**config.mk**
```make
export PLATFORM = sky130hd
export DESIGN_NAME = key_conditioner
export DESIGN_NICKNAME = d
export VERILOG_FILES = /design/src/rtl/key_conditioner.sv
export SDC_FILE = /design/constraint.sdc
export NUM_CORES = 1
export LEC_CHECK = 0
export BUFFER_PORTS_ARGS = -buffer_cell sky130_fd_sc_hd__buf_2
export CORE_MARGIN = 3
export CORE_UTILIZATION = 57
export DETAILED_ROUTE_END_ITERATION = 12
export MAX_ROUTING_LAYER = met4
export PLACE_DENSITY = 0.71
export SYNTH_ARGS = -nofsm -noshare
export SYNTH_HDL_FRONTEND = slang
export SYNTH_SLANG_ARGS = --single-unit
```
**constraint.sdc**
```tcl
create_clock -name CLOCK_50 -period 2.96 [get_ports CLOCK_50]
set_input_delay 0.444 -clock CLOCK_50 [delete_from_list [all_inputs] [get_ports CLOCK_50]]
set_output_delay 0.444 -clock CLOCK_50 [all_outputs]
set_load 0.1 [all_outputs]
```
**src/rtl/key_conditioner.sv**
```systemverilog
// Per-key conditioning for active-low push-buttons: 2-flop synchroniser, counter debounce,
// one-cycle press/release/long-press pulses and a press-toggled level.
module key_conditioner #(
   parameter int NUM_KEYS        = 4,
   parameter int DEBOUNCE_CYCLES = 1000000,
   parameter int LONG_CYCLES     = 50000000,
   parameter int CNT_W           = 27
) (
   input  logic                CLOCK_50,
   input  logic                RESET_N,
   input  logic [NUM_KEYS-1:0] KEY,
   output logic [NUM_KEYS-1:0] key_level,
   output logic [NUM_KEYS-1:0] key_press,
   output logic [NUM_KEYS-1:0] key_release,
   output logic [NUM_KEYS-1:0] key_long,
   output logic [NUM_KEYS-1:0] key_toggle
);

   typedef enum logic [1:0] {
      IDLE         = 2'd0,
      PRESS_WAIT   = 2'd1,
      HELD         = 2'd2,
      RELEASE_WAIT = 2'd3
   } key_state_e;

   localparam logic [CNT_W-1:0] DEB_LAST  = CNT_W'(DEBOUNCE_CYCLES - 1);
   localparam logic [CNT_W-1:0] LONG_LAST = CNT_W'(LONG_CYCLES - 1);

   logic [NUM_KEYS-1:0] sync1_q;
   logic [NUM_KEYS-1:0] sync2_q;
   logic [NUM_KEYS-1:0] sample;

   // Synchronisers reset to "released" so a key held through reset is seen as a fresh press.
   // NOTE: sequential state uses non-blocking assignments so every flop samples pre-edge values.
   always_ff @(posedge CLOCK_50 or negedge RESET_N) begin
      if (!RESET_N) begin
         sync1_q <= '1;
         sync2_q <= '1;
      end else begin
         sync1_q <= KEY;
         sync2_q <= sync1_q;
      end
   end

   assign sample = ~sync2_q;

   for (genvar k = 0; k < NUM_KEYS; k++) begin : g_key
      key_state_e       state_q, state_d;
      logic [CNT_W-1:0] deb_q, deb_d;
      logic [CNT_W-1:0] hold_q, hold_d;
      logic             long_done_q, long_done_d;
      logic             level_q, level_d;
      logic             toggle_q, toggle_d;
      logic             press_q, press_d;
      logic             release_q, release_d;
      logic             long_q, long_d;

      always_ff @(posedge CLOCK_50 or negedge RESET_N) begin
         if (!RESET_N) begin
            state_q     <= IDLE;
            deb_q       <= '0;
            hold_q      <= '0;
            long_done_q <= 1'b0;
            level_q     <= 1'b0;
            toggle_q    <= 1'b0;
            press_q     <= 1'b0;
            release_q   <= 1'b0;
            long_q      <= 1'b0;
         end else begin
            state_q     <= state_d;
            deb_q       <= deb_d;
            hold_q      <= hold_d;
            long_done_q <= long_done_d;
            level_q     <= level_d;
            toggle_q    <= toggle_d;
            press_q     <= press_d;
            release_q   <= release_d;
            long_q      <= long_d;
         end
      end

      // NOTE: every variable gets a default before the case so no latch is inferred.
      always_comb begin
         state_d     = state_q;
         deb_d       = deb_q;
         hold_d      = hold_q;
         long_done_d = long_done_q;
         case (state_q)
            IDLE: begin
               if (sample[k]) begin
                  state_d = PRESS_WAIT;
                  deb_d   = '0;
               end
            end
            PRESS_WAIT: begin
               if (!sample[k]) begin
                  state_d = IDLE;
               end else if (deb_q == DEB_LAST) begin
                  state_d     = HELD;
                  hold_d      = '0;
                  long_done_d = 1'b0;
               end else begin
                  deb_d = deb_q + 1'b1;
               end
            end
            HELD: begin
               if (!sample[k]) begin
                  state_d = RELEASE_WAIT;
                  deb_d   = '0;
               end else if (hold_q == LONG_LAST) begin
                  long_done_d = 1'b1;
               end else begin
                  hold_d = hold_q + 1'b1;
               end
            end
            RELEASE_WAIT: begin
               // A bounce back to pressed keeps the hold count and long-press arming.
               if (sample[k]) begin
                  state_d = HELD;
               end else if (deb_q == DEB_LAST) begin
                  state_d = IDLE;
               end else begin
                  deb_d = deb_q + 1'b1;
               end
            end
            default: state_d = IDLE;
         endcase
      end

      always_comb begin
         level_d   = level_q;
         toggle_d  = toggle_q;
         press_d   = 1'b0;
         release_d = 1'b0;
         long_d    = 1'b0;
         case (state_q)
            PRESS_WAIT: begin
               if (sample[k] && deb_q == DEB_LAST) begin
                  level_d  = 1'b1;
                  press_d  = 1'b1;
                  toggle_d = ~toggle_q;
               end
            end
            HELD: begin
               if (sample[k] && hold_q == LONG_LAST && !long_done_q) begin
                  long_d = 1'b1;
               end
            end
            RELEASE_WAIT: begin
               if (!sample[k] && deb_q == DEB_LAST) begin
                  level_d   = 1'b0;
                  release_d = 1'b1;
               end
            end
            default: ;
         endcase
      end

      assign key_level[k]   = level_q;
      assign key_press[k]   = press_q;
      assign key_release[k] = release_q;
      assign key_long[k]    = long_q;
      assign key_toggle[k]  = toggle_q;
   end

endmodule

```
=== Word level (Yosys, flattened, before mapping) ===
Cells that the tools add are included.

* $add $sub $neg: 8
* Equality and inequality tests: 68
* Mux-type cells: 128
* Bitwise logic cells: 5
* Reductions and logical operators: 60

{| class="wikitable"
|+ Operators by type and width
! cell !! count
|-
| $mux W27 || 36
|-
| $pmux W27 S4 || 4
|-
| $add A27 B1 Y27 const B || 8
|-
| $pmux W27 S2 || 4
|-
| $eq A27 B20 Y1 const B || 4
|-
| $eq A27 B26 Y1 const B || 4
|-
| $ne A2 B2 Y1 const B || 40
|-
| $mux W1 || 48
|-
| $mux W2 || 24
|-
| $reduce_and A5 Y1 || 8
|-
| $pmux W2 S4 || 4
|-
| $reduce_and A4 Y1 || 8
|-
| $ne A3 B3 Y1 const B || 8
|-
| $eq A2 B2 Y1 const B || 8
|-
| $logic_and A1 B1 Y1 || 16
|-
| $pmux W1 S2 || 8
|-
| $reduce_bool A2 Y1 || 8
|-
| $reduce_and A3 Y1 || 4
|-
| $eq A2 B1 Y1 const B || 4
|-
| $logic_not A1 Y1 || 8
|-
| $logic_not A2 Y1 || 4
|-
| $reduce_and A2 Y1 || 4
|-
| $not A1 Y1 || 4
|-
| $not A4 Y4 || 1
|}

* Register bits: 256
* Input bits: 6

=== Depth between registers and ports, before layout ===
* Word-level depth: 5
* Depth in mapped cells: 9

=== Least setup slack after synthesis ===
Ideal clock, no wire load.

* Kind: register -> register
* Start point: register g_key[1].hold_q[0]
* End point: register g_key[1].hold_q[10]
* Library setup time: 0.139 ns
* Data arrival time: 2.033 ns
* Data required time: 2.821 ns
* Path slack: 0.788 ns
* Stages on the path, launching flop included: 9
* Clock period less this slack: 2.172 ns
* Cells stage by stage: dfrtp_1 -> ha_1 -> nand2_1 -> or2_2 -> or4_1 -> and2_1 -> buf_2 -> a41oi_1 -> a31oi_1

* Cells in the longest elaborated chain, start to end: 4
* Elaborated cells between the ends (all ways): 7

{| class="wikitable"
|+ RTL lines
! element !! line !! source
|-
| start, declared || 50 || <nowiki>logic [CNT_W-1:0] hold_q, hold_d;</nowiki>
|-
| start signal, assigned || 72 || <nowiki>hold_q <= hold_d;</nowiki>
|-
| $add A27 B1 Y27 || 113 || <nowiki>hold_d = hold_q + 1'b1;</nowiki>
|-
| $mux W27 || 110 || <nowiki>end else if (hold_q == LONG_LAST) begin</nowiki>
|-
| $mux W27 || 107 || <nowiki>if (!sample[k]) begin</nowiki>
|-
| $pmux W27 S2 || 88 || <nowiki>case (state_q)</nowiki>
|}

Several ways; a longest one is shown, not always the timed one. The select of a mux whose other input is x is not followed.
A chain may end at the register's enable or synchronous reset.

=== Final worst setup path ===
* Start point: register g_key[0].hold_q[0]
* End point: register g_key[0].hold_q[23]

* Cells in the longest elaborated chain, start to end: 4
* Elaborated cells between the ends (all ways): 7

{| class="wikitable"
|+ RTL lines
! element !! line
|-
| start, declared || 50
|-
| start signal, assigned || 72
|-
| $add A27 B1 Y27 || 113
|-
| $mux W27 || 110
|-
| $mux W27 || 107
|-
| $pmux W27 S2 || 88
|}

Several ways; a longest one is shown, not always the timed one. The select of a mux whose other input is x is not followed.

==> flow_summary_export.csv <==
group,metric,value,unit
synth,synth-warning-count,0,
timing,timing.setup.tns,0,ns
synth,yosysSeqAreaShare,48.8,%
finish,ff_latch_area,6420,sq um
timing,part_of_the_cycle_the_worst_path_needs,86.2,%
timing,report.final.hold_viol_count,0,
synth,ys_seq_elements,256,
routing,drtPass1Iterations,5,
setup_path,worst-path-max-fanout,15,
grt,first_global_vias,10163,
floorplan,area_of_the_placeable_core,22200,sq um
grt,grt_pass1_wl,48.3,mm
setup_path,required_time_of_the_worst_setup_path,3.41,ns
synth,netlist-cell-type-count,57,
synth,netlist_top_cells_area,"dfrtp_1 47%, nor2_1 5.1%, xor2_1 3.9%",
grt,grt_util_all_layers,23.5,%
routing,drt_drc_violations_left,0,
outcome,outcome,"finished clean",
placed_design,buffer_ports.inserted,25,
timing,skew,0.0112,ns
synth,synthesis.nets,1460,
placed_design,post-place-cells,1706,
routing,via_per_inst,5.98,
clock_network,clock_sinks,256,
floorplan,initial_core_util,59.2,%
clock_network,clockRootBuffer,"clkbuf_16",
timing,max_transition_margin,41.2,%
synth,synth_top_flop_cell,"dfrtp_1",
power_and_ir_drop,static-leakage-power,6.24,nW
timing,worst_hold_slack,0.356,ns
synth,synth.most_common_cell,"dfrtp_1",
synth,summed_instance_area_of_the_synthesized_netlist,13200,sq um
finish,post_layout_nonfiller_instances,1763,
routing,wl_per_cell,15.7,um
setup_path,timing.rr.end,"g_key[0].hold_q[23]$_DFFE_PN0P_",
setup_path,critical-path-max-stage-delay,0.60,ns
routing,topmost_layer_with_routed_signal_wires,"met4",
clock_network,tritoncts,"built",
finish,multiInputGateArea,6230,sq um
min_path,min-delay-path-class,"flop to flop",
setup_path,r2r_setup_slack,0.41,ns
floorplan,floorplan.die.width,158,um
clock_network,cts.path.max_buffers,3,
placed_design,place_congestion,0.873,
routing,drt-total-wl,27.6,mm
timing,final_max_slew_viol_count,0,
setup_path,setup.worst_path.start,"g_key[0].hold_q[0]$_DFFE_PN0P_",
floorplan,die-area,24900,sq um
finish,postLayoutCoreUtil,65.6,%
clock_network,clk_latency,0.54,ns
synth,synth_top_area_share,47.2,%
setup_path,worst-path-buf-inv,1,
routing,wl_met1,13.4,mm
setup_path,worstSetupStartpointType,"flop",
synth,async_reset_ff_share,100,%
setup_path,cp_top_family,"compound AO/OA/AOI/OAI gates",
floorplan,die_height,158,um
synth,syn_area_per_cell,9.10,sq um
timing,layout_min_cycle_time,2.55,ns
run,maxCapViolCount,0,
finish,num_antenna_cells,0,
grt,pin_count_of_the_biggest_net_entering_global_routing,60,
clock_network,cts_buffers,28,
placed_design,placed_wire_length_estimate,18.2,mm
timing,tightestPinTransition,0.882,ns
min_path,hold_path_end,"sync2_q[3]$_DFF_PN1_",
finish,n_fill_cell,1819,
min_path,hp-start,"sync1_q[3]$_DFF_PN1_",
setup_path,slowest_stage,"or4_1",
power_and_ir_drop,power.density_cell_area,516,nW/um^2
finish,final_layout_size_suffix_gt1_share,9.37,%
min_path,count_of_cells_along_the_worst_hold_path,0,
synth,synth_cells,1446,
grt,antenna_violations_before_repair,0,
finish,flow.area_growth_from_synthesis,10.8,%
routing,wl_met2,12.6,mm
routing,routed-via-count,10550,
setup_path,worstSetupEndpointType,"flop",
setup_path,setup.worst_path.class,"flop to flop",
setup_path,ff2ff_path_depth,8,
finish,layout.nets,1475,
placed_design,setup_ws_pre_cts,0.497,ns
routing,drt_iter0_markers,913,
floorplan,design.portCount,26,
grt,grt.overflow.total,0,
timing,final-setup-viol-count,0,
setup_path,critPathMostFrequentCell,"o21ai_0",
clock_network,cts_post_setup_buffers_inserted,0,
clock_network,htree_num_levels,1,
setup_path,path_cells,"ha_1, nand2_1, or4_1, o21a_1, a21oi_1, buf_4, o21ai_0, o21ai_0",
power_and_ir_drop,worst_ir_drop_vdd,0.435,mV
timing,post-route-worst-setup-slack,0.407,ns
synth,synth_enable_flop_cells,0,
timing,rsz_0062_raised_after_global_routing,"no",
setup_path,cp.arrival,3.01,ns
synth,post-synth-top-area-cell,"dfrtp_1",
floorplan,rows,54,
routing,drtAntennaViolNets,0,
timing,max_freq,0.392,GHz
routing,wl_met3,975,um
setup_path,critical_path_cell_count,8,
setup_path,worst_r2r_startpoint,"g_key[0].hold_q[0]$_DFFE_PN0P_",
clock_network,clk_pin_slew,0.07,ns
synth,netlist_top_cells_count,"248 x dfrtp_1, 180 x nor2_1, 135 x nand2_1",
-- sequential cells by signal (all words and copies together), names as in the netlist, named ones only --
| name | flops |
|---|---|
| g_key.press_q | 4 |
| sync1_q | 4 |
| g_key.toggle_q | 4 |
| g_key.release_q | 4 |
| g_key.level_q | 4 |
| g_key.state_q | 4 |
| sync2_q | 4 |
| g_key.long_done_q | 4 |
| g_key.deb_q | 108 |
| g_key.long_q | 4 |
| g_key.hold_q | 108 |
-- worst max-delay path by stage --
stage	endpoint	slack [ns]
floorplan	g_key[1].hold_q[10]$_DFFE_PN0P_	0.79
global placement	g_key[0].hold_q[20]$_DFFE_PN0P_	0.56
detailed placement	g_key[2].hold_q[26]$_DFFE_PN0P_	0.50
CTS	g_key[0].hold_q[23]$_DFFE_PN0P_	0.44
global route	g_key[2].hold_q[26]$_DFFE_PN0P_	0.19
finish	g_key[0].hold_q[23]$_DFFE_PN0P_	0.41
-- worst reg2reg max path: stages (launching register included) --
cell,delay [ns]
dfrtp_1,0.38
ha_1,0.23
nand2_1,0.10
or4_1,0.60
o21a_1,0.41
a21oi_1,0.25
buf_4,0.24
o21ai_0,0.15
o21ai_0,0.11
-- power by group --
| part | internal, mW | switching (mW) | leakage, nW |
|---|---|---|---|
| logic | 0.0530 | 0.140 | 2.21 |
| clock network | 2.29 | 1.47 | 0.497 |
| registers | 3.53 | 0.0403 | 3.53 |
-- per-stage QoR --
step,area [sq um],power [mW]
6_report,14600,7.52
5_1_grt,14600,7.80
4_1_cts,14600,7.61
3_5_place_dp,13500,3.83
3_3_place_gp,13500,3.83
2_1_floorplan,13200,3.71
-- layout by cell type, fill, tap and decap left out, drive strengths merged, types with 4 or more instances in the layout --
cell           n
dfrtp        248
nor2         180
nand2        135
o21ai         96
nand3         95
a21oi         70
xor2          58
xnor2         55
buf           54
nand4         53
and3          42
or3           42
nor3          42
inv           39
nor4          39
a31oi         33
clkbuf        32
o31ai         22
and4          14
clkinv        11
nor4b          8
ha             8
dfstp          8
and2           7
or2            7
nor2b          7
nand2b         7
o21a           7
o41ai          6
a21o           6
o211ai         6
or4            6
bufinv         5
dlygate4sd3    5
nor3b          4
-- what timing repair did --
action	in CTS	in global routing
hold endpoints to repair	56	0
resized for setup	0	0
hold buffers	5	0
-- final cells by class --
type,instances,area share (%)
flip-flops and latches,256,44.0
clock buffers,32,5.19
clock inverters,20,1.73
repair buffers,59,2.94
well taps,280,2.40
multi-input cells,1079,42.8
inverters,37,0.953
-- cell families (layout without fill, tap and decap cells) --
| logic type | after synthesis | after routing | share of synthesized area, % |
|---|---|---|---|
| XOR/XNOR | 113 | 113 | 7.52 |
| adder cells (fa/ha/maj) | 8 | 8 | 0.761 |
| multiplexers | 1 | 1 | 0.0856 |
| AND/OR/NAND/NOR | 696 | 696 | 27.2 |
| AO/OA/AOI/OAI | 261 | 261 | 11.7 |
| flip-flops | 256 | 256 | 48.8 |
| buffers and inverters | 111 | 148 | 3.87 |
-- layer usage --
layer	vias to the layer above	track usage (%)
li1	5190	-
met1	5116	33.5
met2	198	36.2
met3	46	2.93
met4	0	5.74
met5	-	-
Power figures use the tool's default switching activity.
